**src/rtl/coreaxitoahbl_pkg.sv**
```systemverilog
// rtl/coreaxitoahbl_pkg.sv - shared encodings and payload field layout for the AXI-to-AHB-Lite bridge
//
// Contents:
//   skid_state_t   per-channel skid buffer occupancy (EMPTY / ONE / TWO)
//   field widths   fixed AXI3 control field widths (LEN, SIZE, BURST)
//   field offsets  LSB positions of the fixed fields inside the packed
//                  AW/AR and W payloads; ID/ADDR/DATA positions follow from
//                  the top-level width parameters.
package coreaxitoahbl_pkg;

    typedef enum logic [1:0] {
        ST_EMPTY = 2'd0,
        ST_ONE   = 2'd1,
        ST_TWO   = 2'd2
    } skid_state_t;

    localparam int LEN_W   = 4;
    localparam int SIZE_W  = 3;
    localparam int BURST_W = 2;

    // Address-channel payload {ID, ADDR, LEN, SIZE, BURST}, LSB first.
    localparam int AX_CTRL_W    = LEN_W + SIZE_W + BURST_W;
    localparam int AX_BURST_LSB = 0;
    localparam int AX_SIZE_LSB  = AX_BURST_LSB + BURST_W;
    localparam int AX_LEN_LSB   = AX_SIZE_LSB + SIZE_W;
    localparam int AX_ADDR_LSB  = AX_LEN_LSB + LEN_W;

    // Write-data payload {ID, DATA, STRB, LAST}, LSB first.
    localparam int W_LAST_LSB = 0;
    localparam int W_STRB_LSB = 1;

endpackage

```
**src/rtl/coreaxitoahbl_skid_buf.sv**
```systemverilog
// rtl/coreaxitoahbl_skid_buf.sv - two-entry registered skid buffer for one valid/ready channel
//
// Ports:
//   ACLK, ARESETN           clock, asynchronous active-low reset
//   in_valid/in_ready/in_data     upstream (master) side; in_ready is a flop
//   out_valid/out_ready/out_data  downstream (controller) side; out_valid and
//                                 out_data are flops
module coreaxitoahbl_skid_buf
    import coreaxitoahbl_pkg::*;
#(
    parameter int WIDTH = 8
) (
    input  logic             ACLK,
    input  logic             ARESETN,
    input  logic             in_valid,
    output logic             in_ready,
    input  logic [WIDTH-1:0] in_data,
    output logic             out_valid,
    input  logic             out_ready,
    output logic [WIDTH-1:0] out_data
);

    skid_state_t      state;
    skid_state_t      next_state;
    logic [WIDTH-1:0] main_q;
    logic [WIDTH-1:0] skid_q;
    logic             accept;
    logic             pop;
    logic             load_main_in;
    logic             load_main_skid;
    logic             load_skid;

    assign accept   = in_valid && in_ready;
    assign pop      = out_valid && out_ready;
    assign out_data = main_q;

    always_comb begin
        next_state     = state;
        load_main_in   = 1'b0;
        load_main_skid = 1'b0;
        load_skid      = 1'b0;
        case (state)
            ST_EMPTY: begin
                if (accept) begin
                    load_main_in = 1'b1;
                    next_state   = ST_ONE;
                end
            end
            ST_ONE: begin
                if (accept && pop) begin
                    load_main_in = 1'b1;
                end else if (accept) begin
                    load_skid  = 1'b1;
                    next_state = ST_TWO;
                end else if (pop) begin
                    next_state = ST_EMPTY;
                end
            end
            ST_TWO: begin
                // in_ready is low here, so only a pop can happen.
                if (pop) begin
                    load_main_skid = 1'b1;
                    next_state     = ST_ONE;
                end
            end
            default: next_state = ST_EMPTY;
        endcase
    end

    // in_ready and out_valid are registered copies of decodes of next_state,
    // so neither side sees combinational logic on these handshakes.
    always_ff @(posedge ACLK or negedge ARESETN) begin
        if (!ARESETN) begin
            state     <= ST_EMPTY;
            in_ready  <= 1'b0;
            out_valid <= 1'b0;
        end else begin
            state     <= next_state;
            in_ready  <= (next_state != ST_TWO);
            out_valid <= (next_state != ST_EMPTY);
        end
    end

    always_ff @(posedge ACLK or negedge ARESETN) begin
        if (!ARESETN) begin
            main_q <= '0;
            skid_q <= '0;
        end else begin
            if (load_main_in) begin
                main_q <= in_data;
            end else if (load_main_skid) begin
                main_q <= skid_q;
            end
            if (load_skid) begin
                skid_q <= in_data;
            end
        end
    end

endmodule

```
**src/rtl/coreaxitoahbl_axi_in_skid.sv**
```systemverilog
// rtl/coreaxitoahbl_axi_in_skid.sv - registered AXI slave input stage (AW, W, AR skid buffers)
//
// Ports:
//   ACLK, ARESETN                  clock, asynchronous active-low reset
//   AW*/W*/AR* master fields       inbound AXI3 channel payloads and VALIDs
//   AWREADY/WREADY/ARREADY         registered READYs back to the master
//   AWPayloadOut/WPayloadOut/ARPayloadOut  packed payloads to the slave controller
//   AWVALIDOut/WVALIDOut/ARVALIDOut        registered VALIDs to the controller
//   AWREADYIn/WREADYIn/ARREADYIn           controller READYs
module coreaxitoahbl_axi_in_skid
    import coreaxitoahbl_pkg::*;
#(
    parameter int ID_WIDTH      = 4,
    parameter int ADDR_WIDTH    = 32,
    parameter int AXI_DWIDTH    = 64,
    parameter int AXI_STRBWIDTH = 8,
    localparam int AW_PL_W      = ID_WIDTH + ADDR_WIDTH + AX_CTRL_W,
    localparam int W_PL_W       = ID_WIDTH + AXI_DWIDTH + AXI_STRBWIDTH + 1,
    localparam int AR_PL_W      = AW_PL_W
) (
    input  logic                     ACLK,
    input  logic                     ARESETN,
    input  logic [ID_WIDTH-1:0]      AWID,
    input  logic [ADDR_WIDTH-1:0]    AWADDR,
    input  logic [LEN_W-1:0]         AWLEN,
    input  logic [SIZE_W-1:0]        AWSIZE,
    input  logic [BURST_W-1:0]       AWBURST,
    input  logic                     AWVALID,
    output logic                     AWREADY,
    input  logic [ID_WIDTH-1:0]      WID,
    input  logic [AXI_DWIDTH-1:0]    WDATA,
    input  logic [AXI_STRBWIDTH-1:0] WSTRB,
    input  logic                     WLAST,
    input  logic                     WVALID,
    output logic                     WREADY,
    input  logic [ID_WIDTH-1:0]      ARID,
    input  logic [ADDR_WIDTH-1:0]    ARADDR,
    input  logic [LEN_W-1:0]         ARLEN,
    input  logic [SIZE_W-1:0]        ARSIZE,
    input  logic [BURST_W-1:0]       ARBURST,
    input  logic                     ARVALID,
    output logic                     ARREADY,
    output logic [AW_PL_W-1:0]       AWPayloadOut,
    output logic [W_PL_W-1:0]        WPayloadOut,
    output logic [AR_PL_W-1:0]       ARPayloadOut,
    output logic                     AWVALIDOut,
    output logic                     WVALIDOut,
    output logic                     ARVALIDOut,
    input  logic                     AWREADYIn,
    input  logic                     WREADYIn,
    input  logic                     ARREADYIn
);

    localparam int AX_ID_LSB  = AX_ADDR_LSB + ADDR_WIDTH;
    localparam int W_DATA_LSB = W_STRB_LSB + AXI_STRBWIDTH;
    localparam int W_ID_LSB   = W_DATA_LSB + AXI_DWIDTH;

    logic [AW_PL_W-1:0] aw_pl;
    logic [W_PL_W-1:0]  w_pl;
    logic [AR_PL_W-1:0] ar_pl;

    always_comb begin
        aw_pl = '0;
        aw_pl[AX_BURST_LSB +: BURST_W]  = AWBURST;
        aw_pl[AX_SIZE_LSB  +: SIZE_W]   = AWSIZE;
        aw_pl[AX_LEN_LSB   +: LEN_W]    = AWLEN;
        aw_pl[AX_ADDR_LSB  +: ADDR_WIDTH] = AWADDR;
        aw_pl[AX_ID_LSB    +: ID_WIDTH] = AWID;

        ar_pl = '0;
        ar_pl[AX_BURST_LSB +: BURST_W]  = ARBURST;
        ar_pl[AX_SIZE_LSB  +: SIZE_W]   = ARSIZE;
        ar_pl[AX_LEN_LSB   +: LEN_W]    = ARLEN;
        ar_pl[AX_ADDR_LSB  +: ADDR_WIDTH] = ARADDR;
        ar_pl[AX_ID_LSB    +: ID_WIDTH] = ARID;

        w_pl = '0;
        w_pl[W_LAST_LSB]                  = WLAST;
        w_pl[W_STRB_LSB +: AXI_STRBWIDTH] = WSTRB;
        w_pl[W_DATA_LSB +: AXI_DWIDTH]    = WDATA;
        w_pl[W_ID_LSB   +: ID_WIDTH]      = WID;
    end

    coreaxitoahbl_skid_buf #(.WIDTH(AW_PL_W)) u_aw_skid (
        .ACLK      (ACLK),
        .ARESETN   (ARESETN),
        .in_valid  (AWVALID),
        .in_ready  (AWREADY),
        .in_data   (aw_pl),
        .out_valid (AWVALIDOut),
        .out_ready (AWREADYIn),
        .out_data  (AWPayloadOut)
    );

    coreaxitoahbl_skid_buf #(.WIDTH(W_PL_W)) u_w_skid (
        .ACLK      (ACLK),
        .ARESETN   (ARESETN),
        .in_valid  (WVALID),
        .in_ready  (WREADY),
        .in_data   (w_pl),
        .out_valid (WVALIDOut),
        .out_ready (WREADYIn),
        .out_data  (WPayloadOut)
    );

    coreaxitoahbl_skid_buf #(.WIDTH(AR_PL_W)) u_ar_skid (
        .ACLK      (ACLK),
        .ARESETN   (ARESETN),
        .in_valid  (ARVALID),
        .in_ready  (ARREADY),
        .in_data   (ar_pl),
        .out_valid (ARVALIDOut),
        .out_ready (ARREADYIn),
        .out_data  (ARPayloadOut)
    );

endmodule

```
**config.mk**
```make
export PLATFORM = sky130hd
export DESIGN_NAME = coreaxitoahbl_axi_in_skid
export DESIGN_NICKNAME = d
export VERILOG_FILES = /design/src/rtl/coreaxitoahbl_pkg.sv /design/src/rtl/coreaxitoahbl_skid_buf.sv /design/src/rtl/coreaxitoahbl_axi_in_skid.sv
export SDC_FILE = /design/constraint.sdc
export NUM_CORES = 1
export LEC_CHECK = 0
export CAP_MARGIN = 25
export CORE_MARGIN = 3
export CORE_UTILIZATION = 50
export CTS_CLUSTER_DIAMETER = 200
export DETAILED_ROUTE_END_ITERATION = 10
export PLACE_DENSITY = 0.8
export SYNTH_ARGS = -nofsm -noshare
export SYNTH_HDL_FRONTEND = slang
export SYNTH_HIERARCHICAL = 1
export SYNTH_SLANG_ARGS = --single-unit
```
**constraint.sdc**
```tcl
create_clock -name ACLK -period 2.3 [get_ports ACLK]
set_input_delay 0.69 -clock ACLK [delete_from_list [all_inputs] [get_ports ACLK]]
set_output_delay 0.69 -clock ACLK [all_outputs]
set_load 0.01 [all_outputs]
```
==> results.md <==
- The residual overflow from global routing is 0.
- The clock tree synthesis step divided the H-tree into 2 levels.
- The slowest library cell on the worst path is sky130_fd_sc_hd__clkdlybuf4s50_1.
- Compared with the post-synthesis result, the final layout area differs by 35.8%.
- The die is 175 µm tall.
- The hold violation total from the final report is 0.
- During synthesis, Yosys emitted a total of 6 warnings.
- The proportion of layout cells with a drive suffix above 1 is 27.3%.
- The routed length per instance is 20.6 µm.
- The area of the mapped netlist is 14300 µm².
- The slew at the pin with the worst max-slew slack is 0.357 ns.
- The setup-violating endpoint count in the final report is 0.
- The post-layout net count is 1504.
- The switching portion of total power is 30.3%.
- The cell internal power dissipation is 0.0190 W.
- STA classifies the critical path endpoint as an output port.
- Clock tree synthesis selected as its root buffer the cell sky130_fd_sc_hd__clkbuf_16.
- The area of the die is 30700 µm².
- Counting flops with an async set or reset pin after synthesis yields a share of 100%.
- Clock tree synthesis inserted a total of 37 buffers.
- The number of post-CTS setup repair buffers is 0.
- The number of global-route vias before repair is 10.2k.
- The initial standard-cell utilization of the core is 51.1%.
- In this run the tightest slew margin relative to its limit is 76.2%.
- The worst clock skew on the final layout is 0.0123 ns.
- In this run the number of cells on the critical path is 1.
- The register clock-pin slew on the reported worst setup and hold paths is 0.06 ns.
- Walking the worst path, the cells encountered are clkdlybuf4s50_1.
- The worst endpoint data arrival time is 1.54 ns.
- The final layout contains routed wiring with a total length of 35700 µm.
- The part of the power in registers is 39.6%.
- The worst register-to-register path ends at u_w_skid/out_data[35]$_DFFE_PN0P_.
- The final critical path takes up 97.1% of the cycle.
- The launch point of the worst reg-to-reg path is u_w_skid/state[0]$_DFF_PN0_.
- The placeable core region is 28000 µm².
- IR analysis of the VDD net gives a maximum drop of 0.809 mV.
- The number of flops mapped to enable cells by yosys is 0.
- The total via count after detailed routing is 9656.
- The number of nets in the synthesized netlist is 1150.
- The total power is 0.0272 W.
- The HPWL after detailed placement is 24600 µm.
- The beginning of the critical path is u_w_skid/out_valid$_DFF_PN0_.
- The largest net degree at the start of global routing is 63.
- On the critical path the largest part of the delay comes from buffers and inverters.
- After technology mapping, the gate count stands at 975.
- The floorplan step set the die width to 175 µm.
- The clock network accounts for 20.0% of the total power.
- Following the worst setup path forward leads to its endpoint at WVALIDOut.
- Measured on the finished design, the core utilization comes to 69.4%.
- CTS saw 346 sinks.
- Summing the sequential cell areas from Yosys gives 60.5% of the chip area.
- By area the synthesized netlist is led by sky130_fd_sc_hd__dfrtp_1, sky130_fd_sc_hd__mux2_2, sky130_fd_sc_hd__and2_1, sky130_fd_sc_hd__a221o_1, sky130_fd_sc_hd__a221o_2.
- The ratio of routed vias to standard cells is 5.58.
- The quantity of hold-fixing buffers added after cts is 0.
- The wire length of the first global-routing pass is 57000 µm.
- The number of filler instances in the final layout is 1915.
- The count of buffers inserted at the top-level ports is 347.
- The worst setup path is launched from a register.
- The clock insertion delay at the later pin of the skew report is 0.50 ns.
- The final setup TNS is 0 ns.
- The count of nets left with antenna violations once routing finished came out at 0.
- By count the netlist is led by sky130_fd_sc_hd__dfrtp_1, sky130_fd_sc_hd__mux2_2, sky130_fd_sc_hd__and2_1, sky130_fd_sc_hd__a221o_1, sky130_fd_sc_hd__a221o_2.
- The total routing usage reported by global routing is 23.0%.
- For this design the static power due to leakage is 8.39 nW.
- The power density over the cells is 1400 nW/µm².
- The count of TritonRoute iterations in the first routing pass is 4.
- The initialized floorplan defines 61 standard-cell rows.
- TritonCTS built the clock tree.
- The number of buffers on the longest clock path is 3.
- Yosys mapped the design onto 27 distinct sky130hd cell types.
- The post-synthesis cell type with the largest combined area is sky130_fd_sc_hd__dfrtp_1.
- The kind of path behind the tightest hold check is in -> async.
- Pin placement for this block handled 348 I/O pins.
- In this design, the stage delay of the slowest critical-path cell is 0.63 ns.
- The power dissipated by switching net loads is 0.00825 W.
- For this run, design rule violations remaining after detail routing come to 0.
- The worst path in the final design needs a cycle of 2.23 ns, including I/O delays and setup.
- The max-slew violation count came to 0.
- The maximum frequency from static timing analysis is 448 MHz.
- Setup repair after global routing left no endpoint under its margin.
- The worst register-to-register path has a setup slack of 0.61 ns.
- Combinational logic burns 40.4% of the power.
- The depth of the worst register-to-register path is 5.
- The tool flagged a number of max-cap violations equal to 0.
- The number of DRC markers in iteration 0 is 711.
- The average footprint of a synthesized cell is 14.7 µm².
- The data required time at the worst endpoint is 1.61 ns.
- For this run, the leading register cell type out of synthesis is sky130_fd_sc_hd__dfrtp_1.
- The sum of buffers and inverters on the critical path is 1.
- The share of synthesized area in the top cell type comes to 60.5%.
- In the post-synthesis netlist, the cell with the most instances is sky130_fd_sc_hd__dfrtp_1.
- The number of antenna cells inserted is 0.
- The initial antenna violation count is 0.
- The run finished with clean final reports.
- The final weighted congestion of routability-driven global placement is 0.789.
- Counting flops and latches in the post-synthesis netlist gives 346.
- The worst setup path category is reg -> out.
- After clock tree synthesis, the repair step resized 0 gates.
- The largest fanout on the critical path is 5.
-- worst register-to-register path, cell delays in order, from the launching register on --
cell and delay (ns):
sky130_fd_sc_hd__dfrtp_1 0.46, sky130_fd_sc_hd__nor4bb_1 0.30, sky130_fd_sc_hd__buf_4 0.17, sky130_fd_sc_hd__a211oi_4 0.05, sky130_fd_sc_hd__buf_12 0.20, sky130_fd_sc_hd__a221o_1 0.39
-- worst min-delay path by stage --
stage	end	slack [ns]	cells past startpoint
2_1_floorplan	u_ar_skid/in_ready$_DFF_PN0_	0.39	0
3_3_place_gp	u_aw_skid/skid_q[18]$_DFFE_PN0P_	0.48	1
3_5_place_dp	u_ar_skid/skid_q[16]$_DFFE_PN0P_	0.48	1
4_1_cts	u_ar_skid/out_data[13]$_DFFE_PN0P_	0.05	1
5_1_grt	u_ar_skid/skid_q[22]$_DFFE_PN0P_	0.06	1
6_report	u_ar_skid/out_data[13]$_DFFE_PN0P_	0.06	1
-- cells in the final DEF (no fill, tap or decap) --
master / n
sky130_fd_sc_hd__clkdlybuf4s50_1: 346
sky130_fd_sc_hd__dfrtp_1: 346
sky130_fd_sc_hd__mux2_2: 170
sky130_fd_sc_hd__and2_1: 165
sky130_fd_sc_hd__a221o_1: 89
sky130_fd_sc_hd__a221o_2: 78
sky130_fd_sc_hd__clkbuf_16: 37
sky130_fd_sc_hd__buf_12: 22
sky130_fd_sc_hd__buf_4: 17
sky130_fd_sc_hd__clkbuf_1: 12
sky130_fd_sc_hd__nand2_1: 12
sky130_fd_sc_hd__and2_2: 11
sky130_fd_sc_hd__clkbuf_8: 8
sky130_fd_sc_hd__clkinv_2: 6
sky130_fd_sc_hd__o21ai_0: 6
sky130_fd_sc_hd__a21bo_2: 3
sky130_fd_sc_hd__a21oi_1: 3
sky130_fd_sc_hd__or2_2: 3
sky130_fd_sc_hd__a211oi_4: 3
sky130_fd_sc_hd__and3b_2: 2
sky130_fd_sc_hd__and2b_2: 2
sky130_fd_sc_hd__nand3_2: 2
sky130_fd_sc_hd__and4bb_2: 2
sky130_fd_sc_hd__and4b_1: 2
sky130_fd_sc_hd__buf_8: 1
sky130_fd_sc_hd__and3b_1: 1
sky130_fd_sc_hd__nor2b_1: 1
sky130_fd_sc_hd__nand3_4: 1
sky130_fd_sc_hd__nor4bb_1: 1
sky130_fd_sc_hd__and4b_2: 1
-- sequential cells by signal, indices dropped and copies added, names as in the netlist --
signal               count
u_ar_skid/in_ready       1
u_ar_skid/out_data      45
u_ar_skid/out_valid      1
u_ar_skid/skid_q        45
u_ar_skid/state          2
u_aw_skid/in_ready       1
u_aw_skid/out_data      45
u_aw_skid/out_valid      1
u_aw_skid/skid_q        45
u_aw_skid/state          2
u_w_skid/in_ready        1
u_w_skid/out_data       77
u_w_skid/out_valid       1
u_w_skid/skid_q         77
u_w_skid/state           2
-- cell type report --
class,count,area (µm²),area share (%)
Sequential cell,346,8660,44.5
Timing Repair Buffer,386,4050,20.8
Clock buffer,57,1080,5.56
Clock inverter,6,30.0,0.154
Multi-Input combinational cell,558,5150,26.5
Tap cell,378,473,2.43
-- power groups by stage --
stage               Clock (W)  Sequential (W)  Combinational (W)
floorplan                   0          0.0110            0.00581
global placement            0          0.0107             0.0107
detailed placement          0          0.0108             0.0111
CTS                   0.00559          0.0108             0.0111
global route          0.00582          0.0112             0.0117
finish                0.00545          0.0108             0.0110
-- metrics by stage --
stage / setup slack [ns] / cell area [µm²] / hold WS (ns) / instances
2_1_floorplan: 0.451 / 14300 / 0.394 / 975
3_3_place_gp: -0.0149 / 18300 / 0.477 / 1668
3_5_place_dp: -0.0557 / 18300 / 0.484 / 1668
4_1_cts: 0.0292 / 19400 / 0.0466 / 1731
5_1_grt: 0.00789 / 19400 / 0.0636 / 1731
6_report: 0.0661 / 19400 / 0.0607 / 1731
-- routing by layer --
metal	track usage [%]	up-vias	wire [µm]
met4	6.25	0	860
met1	29.4	4938	14300
met2	38.5	322	17800
met3	6.87	58	2740
met5	0	-	0
li1	-	4338	-
-- logic make-up (layout without fill, tap and decap cells) --
group	Yosys count	in the layout	synth area share, %
compound gates	182	182	13.2
buf+inv	71	449	3.71
flops	346	346	60.5
mux	170	170	13.4
simple gates	206	206	9.19
Power figures use the tool's default switching activity.
